## src/rtl/time_set_controller.sv

```systemverilog
// time_set_controller
// Mode sequencer for the clock's time-setting path: RUN -> SET_HRS -> SET_MIN,
// single-cycle increment pulses with hold-to-auto-repeat, blink mask for the
// field being edited, and the run gate for timekeeping.
// Optional feature macro: SET_TIMEOUT_EN (idle SET state returns to RUN after
// TIMEOUT_S seconds without a button edge).
module time_set_controller #(
    parameter int unsigned REPEAT_DELAY = 16384,
    parameter int unsigned REPEAT_RATE  = 4096,
    parameter int unsigned BLINK_HALF   = 8192,
    parameter int unsigned TIMEOUT_S    = 10
) (
    input  logic       clk,
    input  logic       rst_n,
    input  logic       ena,
    input  logic       btn_mode,
    input  logic       btn_adj,
    input  logic       sec_tick,
    output logic       inc_hrs,
    output logic       inc_min,
    output logic       clr_sec,
    output logic       run,
    output logic [1:0] mode,
    output logic [3:0] blank
);

    typedef enum logic [1:0] {
        ST_RUN     = 2'b00,
        ST_SET_HRS = 2'b01,
        ST_SET_MIN = 2'b10
    } state_e;

    // The hold counter reloads to DELAY-RATE after each repeat so that the
    // next repeat lands exactly REPEAT_RATE cycles later without a modulo.
    localparam logic [31:0] DELAY_C  = 32'(REPEAT_DELAY);
    localparam logic [31:0] RELOAD_C = 32'(REPEAT_DELAY - REPEAT_RATE);
    localparam logic [31:0] BHALF_C  = 32'(BLINK_HALF);
    localparam logic [31:0] BLAST_C  = 32'(2 * BLINK_HALF - 1);

    state_e      state_q, state_d;
    logic        btn_mode_q, btn_adj_q;
    logic [31:0] hold_q, hold_d;
    logic [31:0] blink_q, blink_d;
    logic        inc_hrs_q, inc_hrs_d;
    logic        inc_min_q, inc_min_d;
    logic        clr_sec_q, clr_sec_d;
    logic        run_q, run_d;
    logic [3:0]  blank_q, blank_d;

    logic        mode_edge, adj_edge;
    logic        in_set;
    logic        adj_fire;
    logic        timeout_hit;

`ifdef SET_TIMEOUT_EN
    localparam logic [3:0] TIMEOUT_C = 4'(TIMEOUT_S);
    logic [3:0]  tmo_q, tmo_d;
`else
    // Without the timeout feature the second tick and TIMEOUT_S have no consumer.
    logic        unused_tmo;
    assign unused_tmo = sec_tick ^ (TIMEOUT_S != 0);
`endif

    assign mode_edge = btn_mode & ~btn_mode_q;
    assign adj_edge  = btn_adj & ~btn_adj_q;
    assign in_set    = (state_q == ST_SET_HRS) || (state_q == ST_SET_MIN);

    // Next-state, counter and output computation for the sequencer.
    always_comb begin
        state_d     = state_q;
        hold_d      = '0;
        blink_d     = '0;
        inc_hrs_d   = 1'b0;
        inc_min_d   = 1'b0;
        clr_sec_d   = 1'b0;
        adj_fire    = 1'b0;
        timeout_hit = 1'b0;
        blank_d     = 4'b0000;
`ifdef SET_TIMEOUT_EN
        tmo_d       = '0;
`endif

        // Hold counter: initial pulse on the edge, then repeats while held.
        if (ena && in_set && btn_adj) begin
            if (adj_edge) begin
                hold_d   = '0;
                adj_fire = 1'b1;
            end else if (hold_q + 32'd1 == DELAY_C) begin
                hold_d   = RELOAD_C;
                adj_fire = 1'b1;
            end else begin
                hold_d   = hold_q + 32'd1;
            end
        end

`ifdef SET_TIMEOUT_EN
        // Idle-seconds counter; any button edge restarts it and wins over a tick.
        if (ena && in_set) begin
            if (mode_edge || adj_edge) begin
                tmo_d = '0;
            end else if (sec_tick) begin
                if (tmo_q + 4'd1 == TIMEOUT_C) begin
                    timeout_hit = 1'b1;
                end else begin
                    tmo_d = tmo_q + 4'd1;
                end
            end else begin
                tmo_d = tmo_q;
            end
        end
`endif

        // Mode transitions; a mode edge always beats an adjust pulse.
        if (!ena) begin
            state_d = ST_RUN;
        end else begin
            case (state_q)
                ST_RUN: begin
                    if (mode_edge) state_d = ST_SET_HRS;
                end
                ST_SET_HRS: begin
                    if (mode_edge) begin
                        state_d = ST_SET_MIN;
                    end else if (timeout_hit) begin
                        state_d   = ST_RUN;
                        clr_sec_d = 1'b1;
                    end else if (adj_fire) begin
                        inc_hrs_d = 1'b1;
                    end
                end
                ST_SET_MIN: begin
                    if (mode_edge || timeout_hit) begin
                        state_d   = ST_RUN;
                        clr_sec_d = 1'b1;
                    end else if (adj_fire) begin
                        inc_min_d = 1'b1;
                    end
                end
                default: state_d = ST_RUN;
            endcase
        end

        // Blink phase restarts whenever a SET state is freshly entered.
        if (state_d == ST_SET_HRS || state_d == ST_SET_MIN) begin
            if (state_d != state_q || blink_q == BLAST_C) begin
                blink_d = '0;
            end else begin
                blink_d = blink_q + 32'd1;
            end
        end

        if (!btn_adj && blink_d >= BHALF_C) begin
            if (state_d == ST_SET_HRS) blank_d = 4'b1100;
            else if (state_d == ST_SET_MIN) blank_d = 4'b0011;
        end

        run_d = (state_d == ST_RUN);
    end

    // State, counters, edge registers and registered outputs.
    always_ff @(posedge clk or negedge rst_n) begin
        if (!rst_n) begin
            state_q    <= ST_RUN;
            btn_mode_q <= 1'b0;
            btn_adj_q  <= 1'b0;
            hold_q     <= '0;
            blink_q    <= '0;
            inc_hrs_q  <= 1'b0;
            inc_min_q  <= 1'b0;
            clr_sec_q  <= 1'b0;
            run_q      <= 1'b1;
            blank_q    <= 4'b0000;
`ifdef SET_TIMEOUT_EN
            tmo_q      <= '0;
`endif
        end else begin
            state_q    <= state_d;
            btn_mode_q <= btn_mode;
            btn_adj_q  <= btn_adj;
            hold_q     <= hold_d;
            blink_q    <= blink_d;
            inc_hrs_q  <= inc_hrs_d;
            inc_min_q  <= inc_min_d;
            clr_sec_q  <= clr_sec_d;
            run_q      <= run_d;
            blank_q    <= blank_d;
`ifdef SET_TIMEOUT_EN
            tmo_q      <= tmo_d;
`endif
        end
    end

    assign inc_hrs = inc_hrs_q;
    assign inc_min = inc_min_q;
    assign clr_sec = clr_sec_q;
    assign run     = run_q;
    assign mode    = state_q;
    assign blank   = blank_q;

endmodule

```

## config.mk

```make
export PLATFORM = sky130hd
export DESIGN_NAME = time_set_controller
export DESIGN_NICKNAME = d
export VERILOG_FILES = /design/src/rtl/time_set_controller.sv
export SDC_FILE = /design/constraint.sdc
export NUM_CORES = 1
export LEC_CHECK = 0
export BUFFER_PORTS_ARGS = -buffer_cell sky130_fd_sc_hd__buf_4
export CORE_ASPECT_RATIO = 0.7
export CORE_MARGIN = 3
export CORE_UTILIZATION = 30
export DETAILED_ROUTE_END_ITERATION = 16
export PLACE_DENSITY = 0.47
export SKIP_CTS_REPAIR_TIMING = 1
export SYNTH_ARGS = -nofsm -noshare
export SYNTH_HDL_FRONTEND = slang
export SYNTH_SLANG_ARGS = --single-unit
export TNS_END_PERCENT = 20
```

## constraint.sdc

```tcl
create_clock -name clk -period 3.65 [get_ports clk]
set_input_delay 0.1825 -clock clk [delete_from_list [all_inputs] [get_ports clk]]
set_output_delay 0.1825 -clock clk [all_outputs]
set_load 0.005 [all_outputs]
```

# Yosys cells after proc, flatten, opt, wreduce, memory -nomap -nowiden
# Index checks and enable logic that the tools add are counted.
# classes
bitwise	4
n_reduce_logical	9
n_addsub	2
n_mux	25
eq_ne	7
order_cmp	1
# ops
op	count
$mux 32	5
$add 32x1->32 const B	2
$eq 32x14->1 const B	1
$eq 32x15->1 const B	1
$ge 32x14->1 const B	1
$mux 1	12
$mux 2	5
$mux 4	2
$pmux 2 s3	1
$eq 2x1->1 const B	2
$eq 2x2->1 const B	2
$logic_not 2->1	2
$logic_and 1x1->1	3
$logic_or 1x1->1	3
$and 1x1->1	2
$ne 2x2->1	1
$not 1->1	2
$logic_not 1->1	1
# totals
out_inout_bits	10
regBits	76
inputBits	6
elab_cells	58

# Logic depth before layout (Yosys ltp)
# Gate-level depths: netlist of run 1.
# depth
word_depth	12
mapped_depth	11
ltp_nobuf	9

# Worst setup path after synthesis of run 1
# No wires, ideal clock.
# synth_timing
path_kind	reg2reg
startpoint	reg hold_q[0]
endpoint	reg hold_q[0]
required_ns	3.516
slack_ns	1.141
arrival_time_ns	2.375
stages_incl_launch_ff	10
synth_period_minus_slack_ns	2.509
cell_sequence	dfrtp_1 > ha_1 > nand3_1 > or4_4 > buf_6 > nor3_2 > nand4_1 > a2111oi_0 > and4_1 > nor3_1
# synth_via
elab_chain_cells	5
# synth_rtl
element	line	source
from (decl)	42	logic [31:0] hold_q, hold_d;
from (signal assigned)	180	hold_q <= hold_d;
$add 32x1->32 *	88, 92	
$eq 32x15->1	88	end else if (hold_q + 32'd1 == DELAY_C) begin
$mux 32 *	88	
$mux 32 *	85	if (adj_edge) begin
$mux 32 *	84	if (ena && in_set && btn_adj) begin
named net hold_d[0]	42	
# The timed path passes the listed nets; every way through them passes the cells marked *.

# Worst setup path in the final report of run 1
# layout_timing
startpoint	reg blink_q[0]
endpoint	reg blank_q[1], in the netlist blank[1]
# layout_via
elab_chain_cells	7
elab_cells_between_ends	8
# layout_rtl
element	line	source
from (decl)	43	logic [31:0] blink_q, blink_d;
from (signal assigned)	181	blink_q <= blink_d;
branches (longest 2 deep; another with $add 32x1->32)	--	
$mux 32 *	145	if (state_d != state_q || blink_q == BLAST_C) begin
$mux 32 *	144	if (state_d == ST_SET_HRS || state_d == ST_SET_MIN) begin
$ge 32x14->1 *	152	if (!btn_adj && blink_d >= BHALF_C) begin
$logic_and 1x1->1 *	152	
$mux 4 *	152	
to (signal assigned)	186	blank_q <= blank_d;
to (decl)	48	logic [3:0] blank_q, blank_d;
# Every way passes the cells marked *.

==> results.toml, run 1 <==
[run_status]
status = "finished, violations left"
violations = "negative hold slack"

[floorplan]
core_region_area_mm2 = 0.01410
die_h_um = 107.1
ios = 16
num_rows = 36
die_area_mm2 = 0.01610
die_x_um = 150.4
start_util = 0.3105

[clock_network]
cts_tree = "built"
clkLatencyLatePin_ns = 0.33
cts.sinks = 74
cts_buffers = 9
clk_pin_slew_worst_paths_ns = 0.06
htreeDepth = 3
root_buffer = "clkbuf_16"
clockBufferDepth = 2

[sta]
max_slew.worst_pin.slew_ns = 0.9671
rsz0062_at_grt = "false"
max_freq_ghz = 0.3308
fin_crit_sh = 0.8282
period_needed_ns = 3.023
finalMaxSlewViolations = 0
holdWs_ns = -0.01209
slew-limit-headroom = 0.3553
clock_skew_ns = 0.003898
setup_viol = 0
fin_tns_setup_ns = 0
hold_viol_final = 4

[logic_synthesis]
ys_seq_area_frac = 0.4233
syn_avg_cell_area_um2 = 9.008
synth_simple_gate_area_frac = 0.3089
ys_warn_count = 0
synth_top_family_by_area = "simple AND/OR/NAND/NOR gates"
synth_compound_area_frac = 0.07231
synthAdderAreaFrac = 0.02572
syn-cell-area_mm2 = 0.004378
synth_edf_count = 0
synth_area_leader_cell = "dfrtp_1"
synth_mux_area_frac = 0.01429
syn_inst = 486
synthTopCellsByCount = "nor2_1 (79), dfrtp_1 (73), xor2_1 (32), nand2_1 (31), nand3_1 (31)"
ys_top_cells_by_area = "dfrtp_1 (42%), nor2_1 (6.8%), xor2_1 (6.4%)"
async_flop_share = 1.000
synth-seq-cells = 74
syn_nets = 501
synth.distinct_cells = 58
synthXorXnorAreaFrac = 0.1200
yosysMostFrequentCell = "nor2_1"
yosys.area.top_type_share = 0.4173
ys.flop_type = "dfrtp_1"

[critical_path]
slowest_stage = "nor4b_1"
reg2reg_depth = 9
crit_top_cell = "nor4b_1"
crit_buf_inv = 1
cp.required_ns = 3.82
reg2reg_slack_ns = 0.63
arrival_ns = 3.19
setup.worst_path.class = "flip-flop to flip-flop"
crit_fanout = 7
critPathCaptureType = "flip-flop"
start_kind = "flip-flop"
crit_family = "simple AND/OR/NAND/NOR gates"
path_depth = 9
slowest_delay_ns = 0.62
path_cells = "ha_1 > nand4_1 > nor4_2 > buf_4 > and2_0 > a32o_1 > o2111ai_1 > nor4b_1 > nor4b_1"

[finish]
drive_gt1_frac = 0.1042
design_area_mm2 = 0.005032
antenna_cells = 0
area_delta_synth_final_pct = 14.95
nets = 509

[drt]
drt-initial-drc-count = 307
firstDrtPassIters = 4
via_count = 3573
route.detailed.drc = 0
wl_per_cell_um = 14.90
post_drt_via_cell_ratio = 5.186
wirelength_um = 10270
final_antenna_net_count = 0

[global_route]
grt-ovfl-total = 0
grt.total_usage = 0.1363
grt_first_pass_wirelength_um = 17560
antenna_found_initial = 0
grt_pass1_vias = 3402
grt_max_degree = 75

[place]
placed_area_mm2 = 0.004659
gp_congestion = 0.8509
dp_hpwl_um = 6969
io_buffer_count = 14

[power]
p_per_area_mw_per_mm2 = 384.2
vdd_drop_max_uv = 241.0
power.static_leakage_nw = 1.956

[hold_path]
hold_class = "input port to async pin"

[run]
cap_violations = 0
[kinds of logic after synthesis]
logic type	count (synthesis)
XOR/XNOR	60
flip-flops	74
AO/OA/AOI/OAI	48
multiplexers	6
adder cells (fa/ha/maj)	9
AND/OR/NAND/NOR	252
buffers and inverters	37
[stage by stage]
step	std cells	util	worst slack, ns	power (W)
finish	689	0.3569	0.6271	0.001933
global route	689	0.3569	0.4046	0.002015
CTS	687	0.3555	0.6447	0.001967
detailed placement	671	0.3305	0.6667	0.0009102
global placement	671	0.3305	0.7534	0.0009090
floorplan	486	-	1.141	0.0008751
[power breakdown]
group	internal [W]	switching [W]
Sequential	0.000826	0.00000425
Clock	0.000703	0.000337
Combinational	0.0000186	0.0000452
Total	0.00155	0.000386
[layer usage]
metal,global-route usage,vias to the layer above,share of wire
met5,0,-,0
met4,0.04112,0,0.012
met3,0.03000,11,0.042
met2,0.1871,78,0.40
met1,0.2103,1742,0.54
li1,-,1742,-
[worst reg2reg max path, cell delays in order, from the launching register on]
cell	delay, ns
dfrtp_1	0.39
ha_1	0.21
nand4_1	0.26
nor4_2	0.31
buf_4	0.19
and2_0	0.36
a32o_1	0.25
o2111ai_1	0.13
nor4b_1	0.62
nor4b_1	0.14
[sequential cells by signal, summed over array words and instances (netlist names)]
| register | count |
|---|---|
| btn_mode_q | 1 |
| btn_adj_q | 1 |
| hold_q | 32 |
| clr_sec | 1 |
| blink_q | 32 |
| inc_hrs | 1 |
| run | 1 |
| blank | 2 |
| mode | 2 |
| inc_min | 1 |
[layout by cell type, fill, tap and decap left out, types with 6 or more instances in the layout]
cell,instances
nor2_1,79
dfrtp_1,73
xor2_1,32
nand2_1,31
nand3_1,31
xnor2_1,28
nand4_1,26
buf_4,21
a21oi_1,15
nor4_1,14
nor3_1,13
inv_1,11
or3_1,11
and3_1,10
o21ai_0,9
ha_1,9
clkbuf_16,9
and4_1,8
nor3b_1,6
[final cells by class]
| class | count | area [um2] |
|---|---|---|
| clock buffer | 11 | 252.7 |
| clock inverter | 5 | 100.1 |
| fill | 1429 | 9066 |
| inverter | 11 | 41.29 |
| multi-input combinational | 375 | 2370 |
| sequential | 74 | 1853 |
| tap | 190 | 237.7 |
| timing repair buffer | 23 | 177.7 |
[worst paths after layout]
path,startpoint,end
max in group asynchronous,rst_n,hold_q[26]
setup / recovery,blink_q[0],blank[1]
hold reg to reg,btn_adj_q,inc_hrs
setup reg to reg,blink_q[0],blank[1]
min in group clk,ena,clr_sec
hold / removal,rst_n,blink_q[8]
(Power assumes the default switching activity.)
==> run 2: changes to the inputs <==
Settings changed: ABC_AREA set to 1, PLACE_DENSITY 0.47 to 0.46.
Clock period 3.65 ns to 2.9 ns, I/O delays scaled along.
==> results.toml, run 2 <==
[run_status]
status = "finished, violations left"
violations = "negative hold slack"

[drt]
route.detailed.drc = 0
via_count = 4112
drt-initial-drc-count = 276
wirelength_um = 11990
wl_per_cell_um = 13.30
firstDrtPassIters = 5
final_antenna_net_count = 0
post_drt_via_cell_ratio = 4.564

[global_route]
grt_first_pass_wirelength_um = 19930
grt_max_degree = 75
grt-ovfl-total = 0
antenna_found_initial = 0
grt_pass1_vias = 3886
grt.total_usage = 0.1513

[critical_path]
crit_top_cell = "nand2_1"
critPathCaptureType = "flip-flop"
setup.worst_path.class = "flip-flop to flip-flop"
r2r_start = "mode[1]"
reg2reg_slack_ns = 0.32
r2r-end = "blank[1]"
start_kind = "flip-flop"
reg2reg_depth = 14
cp.required_ns = 3.18
slowest_stage = "ha_2"
slowest_delay_ns = 0.46
path_cells = "inv_1 > ha_1 > inv_1 > a21oi_1 > nand2_1 > ha_2 > inv_1 > nor2_2 > o21ai_0 > nand2_1 > nor2_1 > nand2_1 > nand2_1 > nor2_1"
arrival_ns = 2.86
crit_fanout = 8

[sta]
fin_crit_sh = 0.8907
fin_tns_setup_ns = 0
max_slew.worst_pin.slew_ns = 1.007
setup_viol = 0
max_freq_ghz = 0.3872
rsz0062_at_grt = "false"
finalMaxSlewViolations = 0
slew-limit-headroom = 0.3286
period_needed_ns = 2.583
hold_viol_final = 50
clock_skew_ns = 0.006573
holdWs_ns = -0.04515

[logic_synthesis]
yosysMostFrequentCell = "nand2_1"
synth-seq-cells = 74
synth.distinct_cells = 28
syn_inst = 678
ys.flop_type = "dfrtp_1"
syn_avg_cell_area_um2 = 6.797
synth_area_leader_cell = "dfrtp_1"
synth_edf_count = 0
ys_seq_area_frac = 0.4021
async_flop_share = 1.000
syn_nets = 693
synthTopCellsByCount = "nand2_1 (213), nor2_1 (154), inv_1 (84), dfrtp_1 (73), nand3_1 (43)"
yosys.area.top_type_share = 0.3964
ys_warn_count = 0
ys_top_cells_by_area = "dfrtp_1 (40%), nand2_1 (17%), nor2_1 (13%)"
syn-cell-area_mm2 = 0.004608

[place]
gp_congestion = 0.8838
io_buffer_count = 14
dp_hpwl_um = 9082
place_inst = 883

[finish]
area_delta_synth_final_pct = 14.88
fin_cells = 901
antenna_cells = 0
final_cell_mix = "nand2_1 (213), nor2_1 (153), inv_1 (84)"
top_regs = "blink_q (32), hold_q (32)"
mostFrequentLayoutCell = "nand2_1"
drive_gt1_frac = 0.07790
nets = 716

[floorplan]
num_rows = 37
ios = 16
die_x_um = 154.1
start_util = 0.3101
die_area_mm2 = 0.01691
core_region_area_mm2 = 0.01486
die_h_um = 109.7

[clock_network]
cts_buffers = 9
root_buffer = "clkbuf_16"
clockBufferDepth = 2
clkLatencyLatePin_ns = 0.35
clk_pin_slew_worst_paths_ns = 0.06
cts_tree = "built"
cts.sinks = 74
htreeDepth = 3

[power]
p_per_area_mw_per_mm2 = 450.3
power.static_leakage_nw = 2.458
vdd_drop_max_uv = 290.0

[hold_path]
hold_class = "input port to async pin"

[run]
cap_violations = 0
[run 2: changes by cell type after synthesis, sizes merged, moves of 9 or more]
cell / change
or3: -11
and3: -9
nand2: +186
nand3: +14
nor2: +86
nor4: -16
xor2: -14
nand4: -19
xnor2: -19
inv: +73
clkbuf: -17
[run 2: logic make-up after synthesis]
logic type	share of synthesized area
xor+xnor	0.05132
compound gates	0.03041
fa+ha+maj	0.02444
simple gates	0.4168
buf+inv	0.07494
flops	0.4021
[run 2: critical path: cells and delay by family, from the launching register on]
kind	cells	cell delay, ns
buffers and inverters	3	0.26
AND/OR/NAND/NOR	7	0.74
AO/OA/AOI/OAI	2	0.41
flip-flops	1	0.45
adder cells (fa/ha/maj)	2	0.65
[run 2: how the worst max path moves through the flow]
stage             from  slack (ns)       end  depth (start not counted)
6_report       mode[1]        0.32  blank[1]                         14
5_1_grt        mode[1]        0.04  blank[1]                         14
4_1_cts        mode[1]        0.18  blank[1]                         14
3_5_place_dp   mode[1]        0.22  blank[1]                         14
3_3_place_gp   mode[1]        0.35  blank[1]                         14
2_1_floorplan  mode[1]        0.52  blank[1]                         15
[run 2: area by class of cell]
type,instances,area [um2]
fillers,1600,9567
multi-input cells,514,2415
flip-flops and latches,74,1853
inverters,84,315.3
well taps,195,244.0
clock buffers,9,225.2
repair buffers,18,140.1
clock inverters,7,101.3
[run 2: per-layer routing]
metal / vias to the layer above / track usage / part of all wire
li1: 2125 / - / -
met1: 1888 / 0.2418 / 0.58
met2: 88 / 0.1955 / 0.36
met3: 11 / 0.03816 / 0.053
met4: 0 / 0.04159 / 0.012
met5: - / 0 / 0
[run 2: metrics by stage]
stage / instance area [um2] / total power (W) / worst slack [ns] / utilization
2_1_floorplan: 4608 / 0.001108 / 0.5235 / -
3_3_place_gp: 4942 / 0.001160 / 0.3456 / 0.3326
3_5_place_dp: 4942 / 0.001161 / 0.2234 / 0.3326
4_1_cts: 5269 / 0.002423 / 0.1781 / 0.3546
5_1_grt: 5294 / 0.002479 / 0.04236 / 0.3562
6_report: 5294 / 0.002384 / 0.3171 / 0.3562
[run 2: report_power, final]
group	total (W)	internal (W)	switching [W]
Combinational	0.0000981	0.0000258	0.0000723
Sequential	0.00104	0.00104	0.00000550
Clock	0.00124	0.000760	0.000480
Total	0.00238	0.00183	0.000558
==> run 3: changes to the inputs <==
Settings changed: CORE_ASPECT_RATIO 0.7 to 1.25.
==> results.toml, run 3 (synthesized netlist as in run 2, its figures left out) <==
[critical_path]
cp.required_ns = 3.18
r2r-end = "blank[2]"
startpoint = "mode[1]"
crit_fanout = 8
reg2reg_depth = 14
critPathCaptureType = "flip-flop"
setup.worst_path.class = "flip-flop to flip-flop"
slowest_stage = "ha_2"
crit_buf_inv = 3
crit_end = "blank[2]"
crit_top_cell = "nand2_1"
arrival_ns = 2.87
path_depth = 14
path_cells = "inv_1 > ha_1 > inv_1 > a21oi_1 > nand2_1 > ha_2 > inv_1 > nor2_1 > o21ai_0 > nand2_1 > nor2_1 > nand2_1 > nand2_1 > nor2_1"
slowest_delay_ns = 0.46
crit_family = "simple AND/OR/NAND/NOR gates"
r2r_start = "mode[1]"
reg2reg_slack_ns = 0.31
start_kind = "flip-flop"

[floorplan]
die_h_um = 144.6
die_x_um = 116.9
core_region_area_mm2 = 0.01501
ios = 16
start_util = 0.3069
die_area_mm2 = 0.01689
num_rows = 50

[drt]
final_antenna_net_count = 0
wirelength_um = 11570
firstDrtPassIters = 4
via_count = 4002
drt-initial-drc-count = 216
wl_per_cell_um = 13.02
route.detailed.drc = 0
post_drt_via_cell_ratio = 4.507

[finish]
fillCellCount = 1618
area_delta_synth_final_pct = 14.01
nets = 716
antenna_cells = 0
drive_gt1_frac = 0.07649
top_regs = "blink_q (32), hold_q (32)"
mostFrequentLayoutCell = "nand2_1"
fin_cells = 888
final_cell_mix = "nand2_1 (213), nor2_1 (154), inv_1 (84)"
fin_util = 0.3499

[global_route]
grt_first_pass_wirelength_um = 19440
grt.total_usage = 0.1476
grt-ovfl-total = 0
grt_max_degree = 75
antenna_found_initial = 0
grt_pass1_vias = 4113

[run_status]
violations = "negative hold slack"
status = "finished, violations left"

[sta]
finalMaxSlewViolations = 0
fin_tns_setup_ns = 0
period_needed_ns = 2.591
holdWs_ns = -0.03533
hold_viol_final = 73
rsz0062_at_grt = "false"
slew-limit-headroom = 0.3504
max_freq_ghz = 0.3860
setup_viol = 0
max_slew.worst_pin.slew_ns = 0.9745
clock_skew_ns = 0.008177
fin_ws_ns = 0.3092
fin_crit_sh = 0.8934

[clock_network]
clk_pin_slew_worst_paths_ns = 0.06
cts.sinks = 74
root_buffer = "clkbuf_16"
cts_buffers = 9
clkLatencyLatePin_ns = 0.35
cts_tree = "built"
clockBufferDepth = 2
htreeDepth = 3

[hold_path]
hold_class = "input port to async pin"

[place]
place_inst = 870
dp_hpwl_um = 8803
io_buffer_count = 14
gp_congestion = 0.8760
dpl_worst_slack_ns = 0.2958

[power]
internal-power_w = 0.001754
clockPowerShare = 0.505
p_per_area_mw_per_mm2 = 438.2
vdd_drop_max_uv = 163.2
sw_frac_of_total = 0.2381
share_comb_of_total_power = 0.041
power.static_leakage_nw = 2.447
seq_power_share = 0.454
p_switching_w = 0.0005481

[run]
cap_violations = 0
## run 3: cell types whose count changed in the layout (fill, tap and decap cells not counted)
cell | before | now
inv_6 | 2 | 0
nor2_1 | 153 | 154
clkbuf_8 | 0 | 1
clkinvlp_4 | 2 | 3
nor2_2 | 6 | 5
clkinv_2 | 0 | 1
bufinv_16 | 2 | 1
## run 3: how the worst min path moves through the flow
stage | startpoint | to | depth (start not counted)
global route | rst_n | hold_q[18] | 1
global placement | btn_adj | btn_adj_q | 1
finish | rst_n | hold_q[18] | 1
detailed placement | btn_adj | btn_adj_q | 1
floorplan | rst_n | blank[1] | 0
CTS | btn_adj | btn_adj_q | 1
## run 3: worst register-to-register path: stages (launching register included)
cell and delay, ns:
dfrtp_1 0.44, inv_1 0.13, ha_1 0.18, inv_1 0.06, a21oi_1 0.27, nand2_1 0.17, ha_2 0.46, inv_1 0.06
nor2_1 0.27, o21ai_0 0.15, nand2_1 0.09, nor2_1 0.04, nand2_1 0.06, nand2_1 0.06, nor2_1 0.09
## run 3: power by group through the flow
stage	Combinational [W]	Clock, W	Sequential, W
detailed placement	0.0000951	0	0.00106
finish	0.0000942	0.00116	0.00104
CTS	0.0000955	0.00120	0.00104
floorplan	0.0000445	0	0.00106
global placement	0.0000936	0	0.00106
global route	0.000108	0.00124	0.00104
## run 3: metrics by stage
stage | power (W) | instance area [um2]
after CTS | 0.002337 | 5231
after floorplan | 0.001108 | 4608
after detailed placement | 0.001159 | 4926
after global placement | 0.001157 | 4926
final | 0.002302 | 5254
after global routing | 0.002395 | 5254
## run 3: cell type report
cell class,instances,area [um2],area share
Clock buffer,10,239.0,0.04549
Clock inverter,6,66.31,0.01262
Inverter,84,315.3,0.06001
Multi-Input combinational cell,514,2412,0.4592
Sequential cell,74,1853,0.3527
Tap cell,182,227.7,0.04334
Timing Repair Buffer,18,140.1,0.02667
## run 3: layer usage
layer / up-vias / GRT usage / routed length [um]
met5: - / 0 / 0
met4: 0 / 0.07246 / 282
met3: 18 / 0.02302 / 220
met2: 35 / 0.2616 / 6066
met1: 1833 / 0.1712 / 4996
li1: 2116 / - / -
